$ cat src/rtl/calc_pkg.sv
// Shared definitions for the sequential calculator: opcodes, FSM states, flag bit positions.
package calc_pkg;

    typedef enum logic [3:0] {
        OP_ADD = 4'd0,
        OP_SUB = 4'd1,
        OP_MUL = 4'd2,
        OP_DIV = 4'd3,
        OP_MOD = 4'd4,
        OP_AND = 4'd5,
        OP_OR  = 4'd6,
        OP_XOR = 4'd7,
        OP_SHL = 4'd8,
        OP_SHR = 4'd9
    } op_e;

    typedef enum logic [1:0] {
        ST_IDLE = 2'd0,
        ST_EXEC = 2'd1,
        ST_DIV  = 2'd2,
        ST_DONE = 2'd3
    } state_e;

    // Bit positions inside flags = {err, ovf_carry, negative, zero}
    localparam int unsigned FLAG_ZERO = 0;
    localparam int unsigned FLAG_NEG  = 1;
    localparam int unsigned FLAG_OVF  = 2;
    localparam int unsigned FLAG_ERR  = 3;

endpackage

$ cat src/rtl/seq_divider.sv
// Restoring unsigned divider, one quotient bit per cycle, N cycles per division.
// Ports: clk, rst_n (sync, active-low), i_start (load operands), i_dividend, i_divisor,
//        o_done (one-cycle pulse when quotient/remainder are final), o_quotient, o_remainder.
module seq_divider #(
    parameter int unsigned N = 4
) (
    input  logic         clk,
    input  logic         rst_n,
    input  logic         i_start,
    input  logic [N-1:0] i_dividend,
    input  logic [N-1:0] i_divisor,
    output logic         o_done,
    output logic [N-1:0] o_quotient,
    output logic [N-1:0] o_remainder
);

    localparam int unsigned CW = $clog2(N + 1);

    logic [N-1:0]  r_rem;
    logic [N-1:0]  r_quo;
    logic [N-1:0]  r_dvs;
    logic [CW-1:0] r_cnt;
    logic          r_done;

    logic [N:0]    w_rem_sh;
    logic [N:0]    w_diff;
    logic          w_sub_ok;

    // Shift next dividend bit into the partial remainder and trial-subtract the divisor
    assign w_rem_sh = {r_rem, r_quo[N-1]};
    assign w_diff   = w_rem_sh - {1'b0, r_dvs};
    assign w_sub_ok = (w_rem_sh >= {1'b0, r_dvs});

    always_ff @(posedge clk) begin
        if (!rst_n) begin
            r_rem  <= '0;
            r_quo  <= '0;
            r_dvs  <= '0;
            r_cnt  <= '0;
            r_done <= 1'b0;
        end else begin
            r_done <= 1'b0;
            if (i_start) begin
                r_rem <= '0;
                r_quo <= i_dividend;
                r_dvs <= i_divisor;
                r_cnt <= CW'(N);
            end else if (r_cnt != '0) begin
                // Dividend bits leave r_quo from the top while quotient bits enter at the bottom
                r_rem <= w_sub_ok ? w_diff[N-1:0] : w_rem_sh[N-1:0];
                r_quo <= {r_quo[N-2:0], w_sub_ok};
                r_cnt <= r_cnt - CW'(1);
                if (r_cnt == CW'(1)) begin
                    r_done <= 1'b1;
                end
            end
        end
    end

    assign o_done      = r_done;
    assign o_quotient  = r_quo;
    assign o_remainder = r_rem;

endmodule

$ cat src/rtl/seq_calculator.sv
// Sequential N-bit calculator with valid/ready handshakes and a multi-cycle divider.
// Ports: clk, rst_n (sync, active-low); in_valid/in_ready request handshake with
//        op_select, operand1, operand2; out_valid/out_ready result handshake with
//        resultado (2N bits) and flags {err, ovf_carry, negative, zero}.
module seq_calculator
    import calc_pkg::*;
#(
    parameter int unsigned N = 4
) (
    input  logic           clk,
    input  logic           rst_n,
    input  logic           in_valid,
    output logic           in_ready,
    input  logic [3:0]     op_select,
    input  logic [N-1:0]   operand1,
    input  logic [N-1:0]   operand2,
    output logic           out_valid,
    input  logic           out_ready,
    output logic [2*N-1:0] resultado,
    output logic [3:0]     flags
);

    localparam int unsigned W2 = 2 * N;

    state_e        r_state;
    logic [3:0]    r_op;
    logic [N-1:0]  r_a;
    logic [N-1:0]  r_b;
    logic          r_out_valid;
    logic [W2-1:0] r_result;
    logic [3:0]    r_flags;

    logic          w_accept;
    logic          w_div_start;
    logic          w_div_done;
    logic [N-1:0]  w_quo;
    logic [N-1:0]  w_rem;
    logic [N:0]    w_sum;
    logic [N-1:0]  w_diff;
    logic [W2-1:0] w_prod;
    logic [W2-1:0] w_shl;
    logic [W2-1:0] w_res;
    logic [3:0]    w_flags;

    assign w_accept    = in_valid && (r_state == ST_IDLE);
    // Division by zero skips the divider and resolves in the single-cycle EXEC path
    assign w_div_start = w_accept && ((op_select == OP_DIV) || (op_select == OP_MOD))
                         && (operand2 != '0);

    seq_divider #(.N(N)) u_div (
        .clk         (clk),
        .rst_n       (rst_n),
        .i_start     (w_div_start),
        .i_dividend  (operand1),
        .i_divisor   (operand2),
        .o_done      (w_div_done),
        .o_quotient  (w_quo),
        .o_remainder (w_rem)
    );

    assign w_sum  = {1'b0, r_a} + {1'b0, r_b};
    assign w_diff = r_a - r_b;
    assign w_prod = W2'(r_a) * W2'(r_b);
    assign w_shl  = W2'(r_a) << r_b;

    // Result and flags from the captured operands (divider outputs for div/mod)
    always_comb begin
        w_res   = '0;
        w_flags = '0;
        case (r_op)
            OP_ADD: begin
                w_res             = W2'(w_sum[N-1:0]);
                w_flags[FLAG_OVF] = w_sum[N];
            end
            OP_SUB: begin
                w_res             = W2'(w_diff);
                w_flags[FLAG_OVF] = (r_a < r_b);
                w_flags[FLAG_NEG] = w_diff[N-1];
            end
            OP_MUL: begin
                w_res             = w_prod;
                w_flags[FLAG_OVF] = |w_prod[W2-1:N];
            end
            OP_DIV: begin
                if (r_b == '0) begin
                    w_res             = W2'({N{1'b1}});
                    w_flags[FLAG_ERR] = 1'b1;
                end else begin
                    w_res = W2'(w_quo);
                end
            end
            OP_MOD: begin
                if (r_b == '0) begin
                    w_res             = W2'(r_a);
                    w_flags[FLAG_ERR] = 1'b1;
                end else begin
                    w_res = W2'(w_rem);
                end
            end
            OP_AND: w_res = W2'(r_a & r_b);
            OP_OR:  w_res = W2'(r_a | r_b);
            OP_XOR: w_res = W2'(r_a ^ r_b);
            OP_SHL: begin
                w_res             = w_shl;
                w_flags[FLAG_OVF] = |w_shl[W2-1:N];
            end
            OP_SHR: w_res = W2'(r_a >> r_b);
            default: w_flags[FLAG_ERR] = 1'b1;
        endcase
        w_flags[FLAG_ZERO] = (w_res == '0);
    end

    // Control FSM with registered result, flags and out_valid
    always_ff @(posedge clk) begin
        if (!rst_n) begin
            r_state     <= ST_IDLE;
            r_op        <= '0;
            r_a         <= '0;
            r_b         <= '0;
            r_out_valid <= 1'b0;
            r_result    <= '0;
            r_flags     <= '0;
        end else begin
            case (r_state)
                ST_IDLE: begin
                    if (w_accept) begin
                        r_op    <= op_select;
                        r_a     <= operand1;
                        r_b     <= operand2;
                        r_state <= w_div_start ? ST_DIV : ST_EXEC;
                    end
                end
                ST_EXEC: begin
                    r_result    <= w_res;
                    r_flags     <= w_flags;
                    r_out_valid <= 1'b1;
                    r_state     <= ST_DONE;
                end
                ST_DIV: begin
                    if (w_div_done) begin
                        r_result    <= w_res;
                        r_flags     <= w_flags;
                        r_out_valid <= 1'b1;
                        r_state     <= ST_DONE;
                    end
                end
                ST_DONE: begin
                    if (out_ready) begin
                        r_out_valid <= 1'b0;
                        r_state     <= ST_IDLE;
                    end
                end
                default: r_state <= ST_IDLE;
            endcase
        end
    end

    assign in_ready  = (r_state == ST_IDLE);
    assign out_valid = r_out_valid;
    assign resultado = r_result;
    assign flags     = r_flags;

endmodule

$ cat config.mk
export PLATFORM = sky130hd
export DESIGN_NAME = seq_calculator
export DESIGN_NICKNAME = d
export VERILOG_FILES = /design/src/rtl/calc_pkg.sv /design/src/rtl/seq_divider.sv /design/src/rtl/seq_calculator.sv
export SDC_FILE = /design/constraint.sdc
export NUM_CORES = 1
export LEC_CHECK = 0
export CORE_ASPECT_RATIO = 0.9
export CORE_MARGIN = 1.5
export CORE_UTILIZATION = 55
export CTS_BUF_LIST = sky130_fd_sc_hd__clkbuf_16
export DETAILED_ROUTE_END_ITERATION = 8
export PLACE_DENSITY = 0.76
export RECOVER_POWER = 50
export SETUP_SLACK_MARGIN = 0.05
export SLEW_MARGIN = 20
export SYNTH_ARGS = -nofsm -noshare
export SYNTH_HDL_FRONTEND = slang
export SYNTH_HIERARCHICAL = 1
export SYNTH_SLANG_ARGS = --single-unit
export TNS_END_PERCENT = 20
$ cat constraint.sdc
create_clock -name clk -period 5 [get_ports clk]
set_input_delay 0.75 -clock clk [delete_from_list [all_inputs] [get_ports clk]]
set_output_delay 0.75 -clock clk [all_outputs]
set_load 0.03 [all_outputs]
* Word-level counts from Yosys, hierarchy flattened
Index checks and enable logic that the tools add are counted.
** Word-level totals
- Flip-flop bits (word level) :: 43
- Input bits :: 16
- Output and inout port bits :: 14
** Cells by class
- Add/subtract/negate cells :: 4
- $mul :: 1
- $lt $le $gt $ge :: 2
- Equal/unequal tests :: 18
- Shift operators :: 2
- Mux-type cells :: 25
- Bitwise gates (word level) :: 5
- Reductions and logical operators :: 23
** Operator list (count)
- case mux 8 bit (10 select lines) :: 1
- 2-to-1 mux 4 bit :: 6
- equality test 4 x 3 -> 1 bit (second input constant) :: 5
- case mux 8 bit (2 select lines) :: 1
- equality test 4 x 2 -> 1 bit (second input constant) :: 3
- equality test 4 bit (second input constant) :: 2
- zero test 4 bit :: 2
- zero test 8 bit :: 1
- multiplier 4 x 4 -> 8 bit :: 1
- 2-to-1 mux 2 bit :: 4
- 2-to-1 mux 8 bit :: 1
- case mux 2 bit (4 select lines) :: 1
- case mux 4 bit (2 select lines) :: 1
- OR reduction 4 bit :: 2
- OR reduction 8 bit :: 1
- left shift 4 x 4 -> 8 bit :: 1
- right shift 4 x 4 -> 8 bit :: 1
- subtractor 4 bit :: 2
- 2-to-1 mux 3 bit :: 2
- AND reduction 3 bit :: 2
- nonzero test 3 bit :: 2
- adder 4 x 4 -> 5 bit :: 1
- greater-or-equal comparator 5 x 4 -> 1 bit :: 1
- 2-to-1 mux 1 bit :: 5
- other kinds (23) :: 31

* Depth between registers and ports, before layout
- Word-level depth :: 7
- Gate-level depth with buffers :: 14

* Modules after synthesis
Netlist, hierarchy kept.
** Modules (own cells, without submodules)
- seq_calculator :: instances 1, cells an instance 341, area an instance 2701.3 µm², seq. area each 540.5 µm²
- seq_divider :: instances 1, cells an instance 98, area an instance 892.1 µm², seq. area each 320.3 µm²

* Worst setup path before layout
No wires, ideal clock.
- Kind :: register to register
- From :: register r_b[1]
- To :: register r_flags[2], in the netlist flags[2]
- Library setup time :: 0.117 ns
- Arrival time :: 3.147 ns
- Path slack :: 1.735 ns
- Stages on the path, launching flop included :: 13
- Buffers on the path :: 1
- Clock period less this slack :: 3.265 ns
- Path through :: dfxtp_1 > buf_2 > nand2_1 > fa_1 > inv_1 > fa_1 > ha_1 > a211oi_1 > o21bai_1 > mux2i_1 > nor4_4 > o211ai_1 > a32o_1
** Between the ends
- Cells in the longest elaborated chain, start to end :: 5
** RTL lines
- start, declared :: RTL line seq_calculator.sv:28 : logic [N-1:0] r_b;
- start signal, assigned :: RTL line seq_calculator.sv:129 : r_b <= operand2;
- multiplier 4 x 4 -> 8 bit or left shift 4 x 4 -> 8 bit (tied branches) :: RTL line seq_calculator.sv:63, seq_calculator.sv:64
- OR reduction 4 bit (on tied branches) :: RTL line seq_calculator.sv:82, seq_calculator.sv:105
- case mux 1 bit (4 select lines) (*) :: RTL line seq_calculator.sv:70 : case (r_op)
- 2-to-1 mux 4 bit :: RTL line seq_calculator.sv:140 : if (w_div_done) begin
- case mux 4 bit (2 select lines) (*) :: RTL line seq_calculator.sv:124 : case (r_state)
- end signal, assigned :: RTL line seq_calculator.sv:135 : r_flags <= w_flags;
- end signal, assigned :: RTL line seq_calculator.sv:142 : r_flags <= w_flags;
- end, declared :: RTL line seq_calculator.sv:31 : logic [3:0] r_flags;
Mark *: on every way between the ends. The rest lies on a longest branch, timed or not. The select of a mux whose other input is x is not followed.
A chain may end at the register's enable or synchronous reset.

* Worst setup path after layout
Same ends and word-level chain as after synthesis.

==> results.toml <==
[outcome]
status = "finished clean"

[die]
die-width_um = 88.20
die-height_um = 79.68
floorplan.initialDensity_pct = 57.81
number_of_rows_in_the_core_area = 27
core-area_um2 = 6216
pin_count = 30
die_area_um2 = 7028

[clocking]
htree_levels = 2
insertion_delay_ns = 0.29
post_cts_buffers = 0
post_cts_hold_fix_bufs = 0
ctsRootBufferMaster = "sky130_fd_sc_hd__clkbuf_16"
cts_resized = 0
cts_clk_pin_slew_worst_paths_ns = 0.07
max-clock-path-buffers = 2
cts_made_buffers = 5
cts_num_sinks = 43
tritoncts = "done"

[synthesis]
synth.cell_area_um2 = 3593
synth-edff-count = 0
synth.area.top_cells = "sky130_fd_sc_hd__dfxtp_1, sky130_fd_sc_hd__ha_1, sky130_fd_sc_hd__mux2i_1"
synthesis.nets = 498
ys_seq_area_share_pct = 23.96
ys_seq_elements = 43
number_of_synthesis_warnings = 6
synth.top_cell.area_share_pct = 23.96
synth_cells = 439
asyncSetResetFlopFracSynth_pct = 0
synth_top_flop_cell = "sky130_fd_sc_hd__dfxtp_1"
synthDominantAreaCellType = "sky130_fd_sc_hd__dfxtp_1"
synth_area_per_cell_um2 = 8.186
post_synth_num_cell_types = 66

[global_route]
total_grt_usage_pct = 28.46
maximum_number_of_pins_on_one_net_before_global_route_repair = 25
grt_pass1_vias = 3257
congestion_overflow_gr = 0
initial_antenna_violation_count = 0
global_route_wire_length_before_repair_um = 15700

[finish]
layout-area-overhead-vs-synth_pct = 13.34
drive_gt1_share_pct = 5.495
diodes = 0
num-nets-final = 513
layoutNonFillerInstCount = 542

[setup_path]
setup.worst_path.end_class = "flip-flop"
cp.arrival_ns = 3.85
timing.setup.critical_path_class = "flip-flop to flip-flop"
crit_fanout = 17
worstSetupStartpointType = "flip-flop"
required_ns = 5.18
rrSetupSlack_ns = 1.34

[place]
dpl.cell_count = 534
buffer_ports.inserted = 29
finalWeightedCongestion = 0.9368
detailed_place_hpwl_um = 6895

[hold_path]
worstHoldPathType = "flip-flop to flip-flop"

[sta]
final.setup_skew_ns = 0.004088
rsz0062_at_grt = "false"
final_min_period_over_clock_period_pct = 73.30
fin_tns_setup_ns = 0
slew_violations = 0
maxSlewHeadroom_pct = 42.82
tightestPinTransition_ns = 0.8565
setup_viol_count_final = 0
final-hold-violation-count = 0
fmax_mhz = 272.9
finalCriticalPeriod_ns = 3.665

[routing]
route.vias.total = 3345
detailedRoute.firstPassIterationCount = 5
route.detailed.drc = 0
average_routed_wire_per_standard_cell_um = 17.34
post_drt_via_cell_ratio = 6.172
route.antenna.remaining_nets = 0
drt-initial-drc-count = 285
drt-total-wl_um = 9399

[power_and_ir_drop]
max_rail_drop_vdd_mv = 0.3243
leak_nw = 1.615
power.density_nw_per_um2 = 460.3

[run]
maxcap_viol_count = 0
-- cell usage in the layout (no fill, tap or decap), drive strengths merged, types with 7 or more instances in the layout --
master / synthesis / layout
nand3: 11 / 11
mux2i: 19 / 19
o211ai: 7 / 7
o21ai: 26 / 26
fa: 7 / 7
nor3: 8 / 8
dfxtp: 43 / 43
nor2b: 13 / 13
inv: 33 / 34
ha: 36 / 36
dlygate4sd3: 0 / 15
a211oi: 10 / 10
a21oi: 35 / 35
nor2: 31 / 31
clkdlybuf4s50: 0 / 14
nand2: 46 / 46
and2: 8 / 8
-- through the flow --
stage	instance area, um2	util, %	hold slack (ns)	setup slack (ns)	power (mW)
after floorplan	3593	-	0.4544	1.735	1.201
after global placement	3886	62.52	0.4475	1.542	1.413
after detailed placement	3886	62.52	0.4567	1.418	1.432
after CTS	4083	65.68	0.4713	1.386	1.884
after global routing	4073	65.52	0.4937	1.108	1.992
final	4073	65.52	0.4652	1.335	1.874
-- layout make-up --
class	count	area, um2
Fill cell	544	2143
Timing Repair Buffer	30	294.0
Clock buffer	5	125.1
Inverter	34	127.6
Clock inverter	3	71.32
Sequential cell	43	860.8
Tap cell	87	108.9
Multi-Input combinational cell	340	2485
-- power by group --
group / total [mW] / switching, mW / internal (mW)
Clock: 0.441 / 0.151 / 0.290
Combinational: 0.867 / 0.513 / 0.354
Sequential: 0.567 / 0.132 / 0.435
Total: 1.87 / 0.796 / 1.08
-- metal layers --
metal	global-route usage (%)	vias to the layer above	share of wire, %
met5	0	-	0
met4	7.500	0	1.7
met3	5.377	19	6.9
met2	46.49	126	47
met1	38.44	1612	44
li1	-	1588	-
-- cell usage after synthesis, drive strengths merged (2+ instances only) --
cell type and number:
o21a 3, o211ai 7, or3 3, xor2 3
a21o 3, and2 8, nor4 6, mux2 4
a221oi 3, clkbuf 9, dfxtp 43, fa 7
nand2b 5, nor3 8, xnor2 4, a21oi 35
nor2b 13, nand3b 6, ha 36, o21bai 2
o311ai 2, a211oi 10, nand2 46, nor3b 2
o221ai 2, o22ai 3, buf 13, o21ai 26
o32ai 2, mux2i 19, or4 3, nor4b 4
a31oi 2, nand4 5, or2 2, nor2 31
inv 33, nand3 11
-- path summary, 6_finish.rpt --
kind / startpoint / endpoint / cells past startpoint
max: r_b[1] / flags[2] / 11
min: flags[1] / flags[1] / 2
min reg2reg: flags[1] / flags[1] / 2
max reg2reg: r_b[1] / flags[2] / 11
-- cell families after synthesis --
logic type | synth area share, %
buf+inv | 6.894
flops | 23.96
xor+xnor | 1.706
simple gates | 23.54
mux | 7.277
compound gates | 19.92
fa+ha+maj | 16.71
-- state kept, by name, summed over array words and instances, names as in the netlist --
signal             flops
u_div/r_dvs            4
u_div/o_remainder      4
flags                  4
u_div/o_quotient       4
u_div/r_cnt            3
u_div/o_done           1
r_state                2
r_b                    4
r_op                   4
resultado              8
out_valid              1
r_a                    4
-- worst max-delay path, cell delays in order, from the launching register on --
cell                       delay, ns
sky130_fd_sc_hd__dfxtp_1        0.73
sky130_fd_sc_hd__inv_1          0.33
sky130_fd_sc_hd__nor2_1         0.20
sky130_fd_sc_hd__fa_1           0.44
sky130_fd_sc_hd__ha_1           0.31
sky130_fd_sc_hd__ha_1           0.35
sky130_fd_sc_hd__nor2b_1        0.16
sky130_fd_sc_hd__o21a_1         0.18
sky130_fd_sc_hd__or3_1          0.36
sky130_fd_sc_hd__a21oi_1        0.17
sky130_fd_sc_hd__o211ai_1       0.10
sky130_fd_sc_hd__a32o_1         0.22
(Power assumes the default switching activity.)
==> patch 1, RTL diff (same settings) <==
`N` is set to 4 in 2 places; all go to 8.
--- a/src/rtl/seq_divider.sv
+++ b/src/rtl/seq_divider.sv
@@ -4,3 +4,3 @@
 module seq_divider #(
-    parameter int unsigned N = 4
+    parameter int unsigned N = 8
 ) (
--- a/src/rtl/seq_calculator.sv
+++ b/src/rtl/seq_calculator.sv
@@ -7,3 +7,3 @@
 #(
-    parameter int unsigned N = 4
+    parameter int unsigned N = 8
 ) (
Interface: changed (resized operand1, operand2 and resultado); port bits go from 30 to 46. No check against the original RTL was run, so the function may have changed too.
==> patch 1 against the unedited design <==
Fmax fell by 23%; routed wire length grew to 2.8 times the old value; sequential share of layout area is 5.6 points lower; highest routed layer unchanged; die area up 120%; total power is 100% higher; area after synthesis rose by 120%; worst setup slack worse by 1.1 ns; final area rose by 130%; largest power group unchanged; worst hold slack gained 0.0024 ns; sequential cell count grew 29.
==> patch 1: results (changes against the unedited design) <==
DRTITER0DRC=1041  # +270%
SYNTHMUXAREASHARE=0.0669  # -0.00589
PATH_MAX_FANOUT=4  # -13
PLACE.DETAILED.HPWL_UM=20600  # +200%
PORT_BUFFERS=45  # +55%
GLOBALPLACE.CONGESTION=1.07  # +14%
LAYOUT-DRIVE-GT1-SHARE=0.142  # +0.0875
NUM_VIAS=8062  # +140%
YOSYS-TOP-CELLS-AREA='dfxtp_1, ha_1, fa_1, a21oi_1, nor2_1'
ARRIVAL_NS=4.97  # +1.12 ns
CLKLATENCYLATEPIN_NS=0.34  # +0.05 ns
CPMAXSTAGEDELAYCELL='fa_1'
INSTANCE_AREA_AT_PLACEMENT_UM2=9060  # +130%
GLOBAL_ROUTE.USAGE.TOTAL=0.342  # +0.0572
YOSYS.CELL_TYPES.COUNT=91  # +38%
NUMCTSBUFFERS=9  # +4
LEAKAGE_POWER_OF_THE_DESIGN_uW=0.00401  # +150%
AVGROUTEDWIREPERCELL_UM=20.2  # +16%
SYNTH_XOR_XNOR_AREA_SHARE=0.0293  # +0.0122
SYNTH_NETS=1172  # +140%
DR.PASS1.ITERS=7  # +2
RUN_STATUS='finished clean'
FIRST_PASS_GRT_WIRE_LENGTH_UM=40800  # +160%
POST_SYNTH_FA_HA_MAJ_AREA_FRACTION=0.211  # +0.0440
VDD_DROP_MAX_V=0.000395  # +22%
CLK_PIN_SLEW_NS=0.07  # about the same
MAX_SLEW_MARGIN=0.100  # -0.328
ANTENNA-DIODE-COUNT=0  # unchanged
GRT_START_MAX_NET_PINS=31  # +24%
TIMING.CLOCK.SKEW_NS=0.0119  # +0.00785 ns
SYNTH_COMPOUND_AREA_FRAC=0.204  # +0.00474
CRITPATHMAXSTAGEDELAY_NS=0.55  # -0.18 ns
MOST_NUMEROUS_CELL_TYPES_IN_THE_SYNTHESIZED_NETLIST='nor2_1, nand2_1, a21oi_1, inv_1, ha_1'
H-TREE-DEPTH=3  # +1
REGISTER_AREA_SHARE_AFTER_SYNTHESIS=0.178  # -0.0612
LARGEST_REG_FLOPS=16  # +8
GRT_PASS1_VIAS=7464  # +130%
[patch 1: worst paths after layout]
| check | startpoint | to | slack (ns) | depth (start not counted) |
|---|---|---|---|---|
| setup / recovery | r_a[7] | flags[2] | 0.22 | 15 |
| hold / removal | resultado[12] | resultado[12] | 0.47 | 2 |
| setup reg to reg | r_a[7] | flags[2] | 0.22 | 15 |
| hold reg to reg | resultado[12] | resultado[12] | 0.47 | 2 |
[patch 1: kinds of logic (layout without fill, tap and decap cells)]
| group | after synthesis | after routing |
|---|---|---|
| muxes | 47 | 47 |
| and+or+nand+nor | 364 | 364 |
| xor gates and xnor gates | 27 | 27 |
| adders and majority gates | 113 | 113 |
| DFF | 72 | 72 |
| buffers and inverters | 164 | 231 |
| AOI/OAI and AO/OA | 248 | 248 |
[patch 1: metrics by stage]
| step | setup WS [ns] | util | cells | power, µW | hold slack (ns) |
|---|---|---|---|---|---|
| 4_1_cts | 0.0511 | 0.657 | 1295 | 3750 | 0.471 |
| 2_1_floorplan | 0.0531 | - | 1035 | 2490 | 0.481 |
| 3_5_place_dp | 0.0461 | 0.638 | 1279 | 3140 | 0.452 |
| 6_report | 0.224 | 0.660 | 1295 | 3830 | 0.468 |
| 5_1_grt | 0.0453 | 0.660 | 1295 | 4040 | 0.482 |
| 3_3_place_gp | 0.154 | 0.638 | 1279 | 3130 | 0.448 |
[patch 1: where the power goes]
| group | internal (µW) | switching, µW |
|---|---|---|
| Combinational | 884 | 1480 |
| Sequential | 718 | 151 |
| Clock | 336 | 263 |
| Total | 1940 | 1890 |
[patch 1: worst register-to-register path, cell delays in order (launching register included)]
cell and delay (ns):
dfxtp_1 0.39, and2_1 0.23, fa_1 0.47, fa_1 0.47, fa_1 0.55, inv_1 0.05, fa_1 0.53, inv_1 0.04
ha_2 0.18, or3_4 0.40, a211o_1 0.29, nand2_2 0.11, xnor2_1 0.08, or4_1 0.51, o41ai_2 0.21, a211oi_1 0.11
[patch 1: metal layers]
metal  track usage  part of all wire
met1         0.510              0.44
met2         0.472              0.41
met3         0.101              0.13
met4        0.0962             0.028
met5             0                 0
[patch 1: final cells by class]
class	instances	area, µm²
clock buffers	9	225
clock inverters	7	46.3
fillers	1279	4820
inverters	96	370
multi-input cells	799	6050
flip-flops and latches	72	1460
well taps	193	241
repair buffers	119	995
[patch 1: what timing repair did]
action | CTS | global route
pin swaps | 0 | 11
resized for setup | 1 | 29
endpoints found under the hold margin | 0 | 0
endpoints found under the setup margin | 1 | 7
==> patch 2, RTL diff (same flow settings) <==
Made on the original files. Re-encode `state_e` (4 states) as Gray code, 2 bits wide.
--- a/src/rtl/calc_pkg.sv
+++ b/src/rtl/calc_pkg.sv
@@ -17,6 +17,6 @@
     typedef enum logic [1:0] {
-        ST_IDLE = 2'd0,
-        ST_EXEC = 2'd1,
-        ST_DIV  = 2'd2,
-        ST_DONE = 2'd3
+        ST_IDLE = 2'b00,
+        ST_EXEC = 2'b01,
+        ST_DIV  = 2'b11,
+        ST_DONE = 2'b10
     } state_e;
Behaviour: same outputs for any inputs over 4 cycles, from zero or initial values and one cycle with rst_n low; so few cycles prove little.
==> patch 2 against the unedited design <==
Routed wire length is 1.4% lower; worst setup slack worse by 0.22 ns; final area is 3.3% lower; fmax is 5.6% lower; sequential cell count stayed put; area after synthesis is 2.3% lower; via count is 5.7% lower; die area is 2.3% lower; non-clock buffer count is 1 higher.
Power is not compared: it rests on default switching activity, and its combinational part moved more than twofold at a synthesized area within 25%.
==> patch 2: results (changes against the unedited design) <==
POST_SYNTH_FA_HA_MAJ_AREA_FRACTION=0.157  # -0.0103
LAYOUT-DRIVE-GT1-SHARE=0.0497  # -0.00528
REGISTER_AREA_SHARE_AFTER_SYNTHESIS=0.245  # +0.00572
SYN-INSTANCE-COUNT=430  # -2.1%
GRT_PASS1_VIAS=3154  # -3.2%
FILLER_CELL_COUNT=534  # -1.8%
SYNTH_COMPOUND_AREA_FRAC=0.206  # +0.00725
PATH_MAX_FANOUT=21  # +4
FIRST_PASS_GRT_WIRE_LENGTH_UM=15400  # -1.7%
MET3_ROUTED_WL_UM=624  # -3.6%
GLOBALPLACE.CONGESTION=0.989  # +5.5%
ROUTEDLENGTHMET1_UM=4280  # +2.8%
INSTANCE_AREA_AT_PLACEMENT_UM2=3800  # -2.1%
NUM_VIAS=3156  # -5.7%
HOLD_PATH.STARTPOINT='resultado[6]'
GLOBAL_ROUTE.USAGE.TOTAL=0.286  # +0.00156
RUN_STATUS='finished clean'
DRT-VIAS-PER-INSTANCE=5.95  # -3.5%
SYNTHMUXAREASHARE=0.0588  # -0.0139
PLACE.DETAILED.HPWL_UM=6860  # -0.52%
SYNTH_XOR_XNOR_AREA_SHARE=0.0225  # +0.00540
POST_DETAILED_ROUTING_WIRE_LENGTH_UM=9260  # -1.4%
MOST_NUMEROUS_CELL_TYPES_IN_THE_SYNTHESIZED_NETLIST='nand2_1, dfxtp_1, ha_1, inv_1, nor2_1'
SYNTH_NETS=485  # -2.6%
DRTITER0DRC=309  # +8.4%
==> patch 2: power by group through the flow <==
stage / Combinational, µW / Clock [µW] / Sequential, µW
floorplan: 308 / 0 / 440
global placement: 382 / 0 / 456
detailed placement: 389 / 0 / 458
CTS: 394 / 317 / 452
global route: 435 / 331 / 460
finish: 394 / 312 / 453
==> patch 2: layout make-up <==
| type | count | area [µm²] | area share |
|---|---|---|---|
| clock buffers | 5 | 125 | 0.0318 |
| multi-input cells | 334 | 2420 | 0.615 |
| clock inverters | 2 | 13.8 | 0.00349 |
| repair buffers | 31 | 302 | 0.0765 |
| inverters | 28 | 105 | 0.0267 |
| well taps | 87 | 109 | 0.0276 |
| flip-flops and latches | 43 | 861 | 0.218 |
==> patch 2: critical path, delay by kind of cell, from the launching register on <==
kind            cells  cell delay, ns
compound gates      3            0.86
fa+ha+maj           3            1.09
xor+xnor            1            0.16
flops               1            0.86
simple gates        3            0.42
buf+inv             1            0.40
==> patch 2: path summary, 6_finish.rpt <==
| check | end | slack [ns] | depth (start not counted) |
|---|---|---|---|
| worst max-delay path | flags[0] | 1.12 | 11 |
| worst min-delay path | resultado[6] | 0.50 | 1 |
| worst max register to register | flags[0] | 1.12 | 11 |
| worst min register to register | resultado[6] | 0.50 | 1 |
==> patch 2: metal layers <==
metal | track usage | up-vias
li1 | - | 1543
met1 | 0.399 | 1480
met2 | 0.470 | 123
met4 | 0.0492 | 0
met3 | 0.0509 | 10
met5 | 0 | -
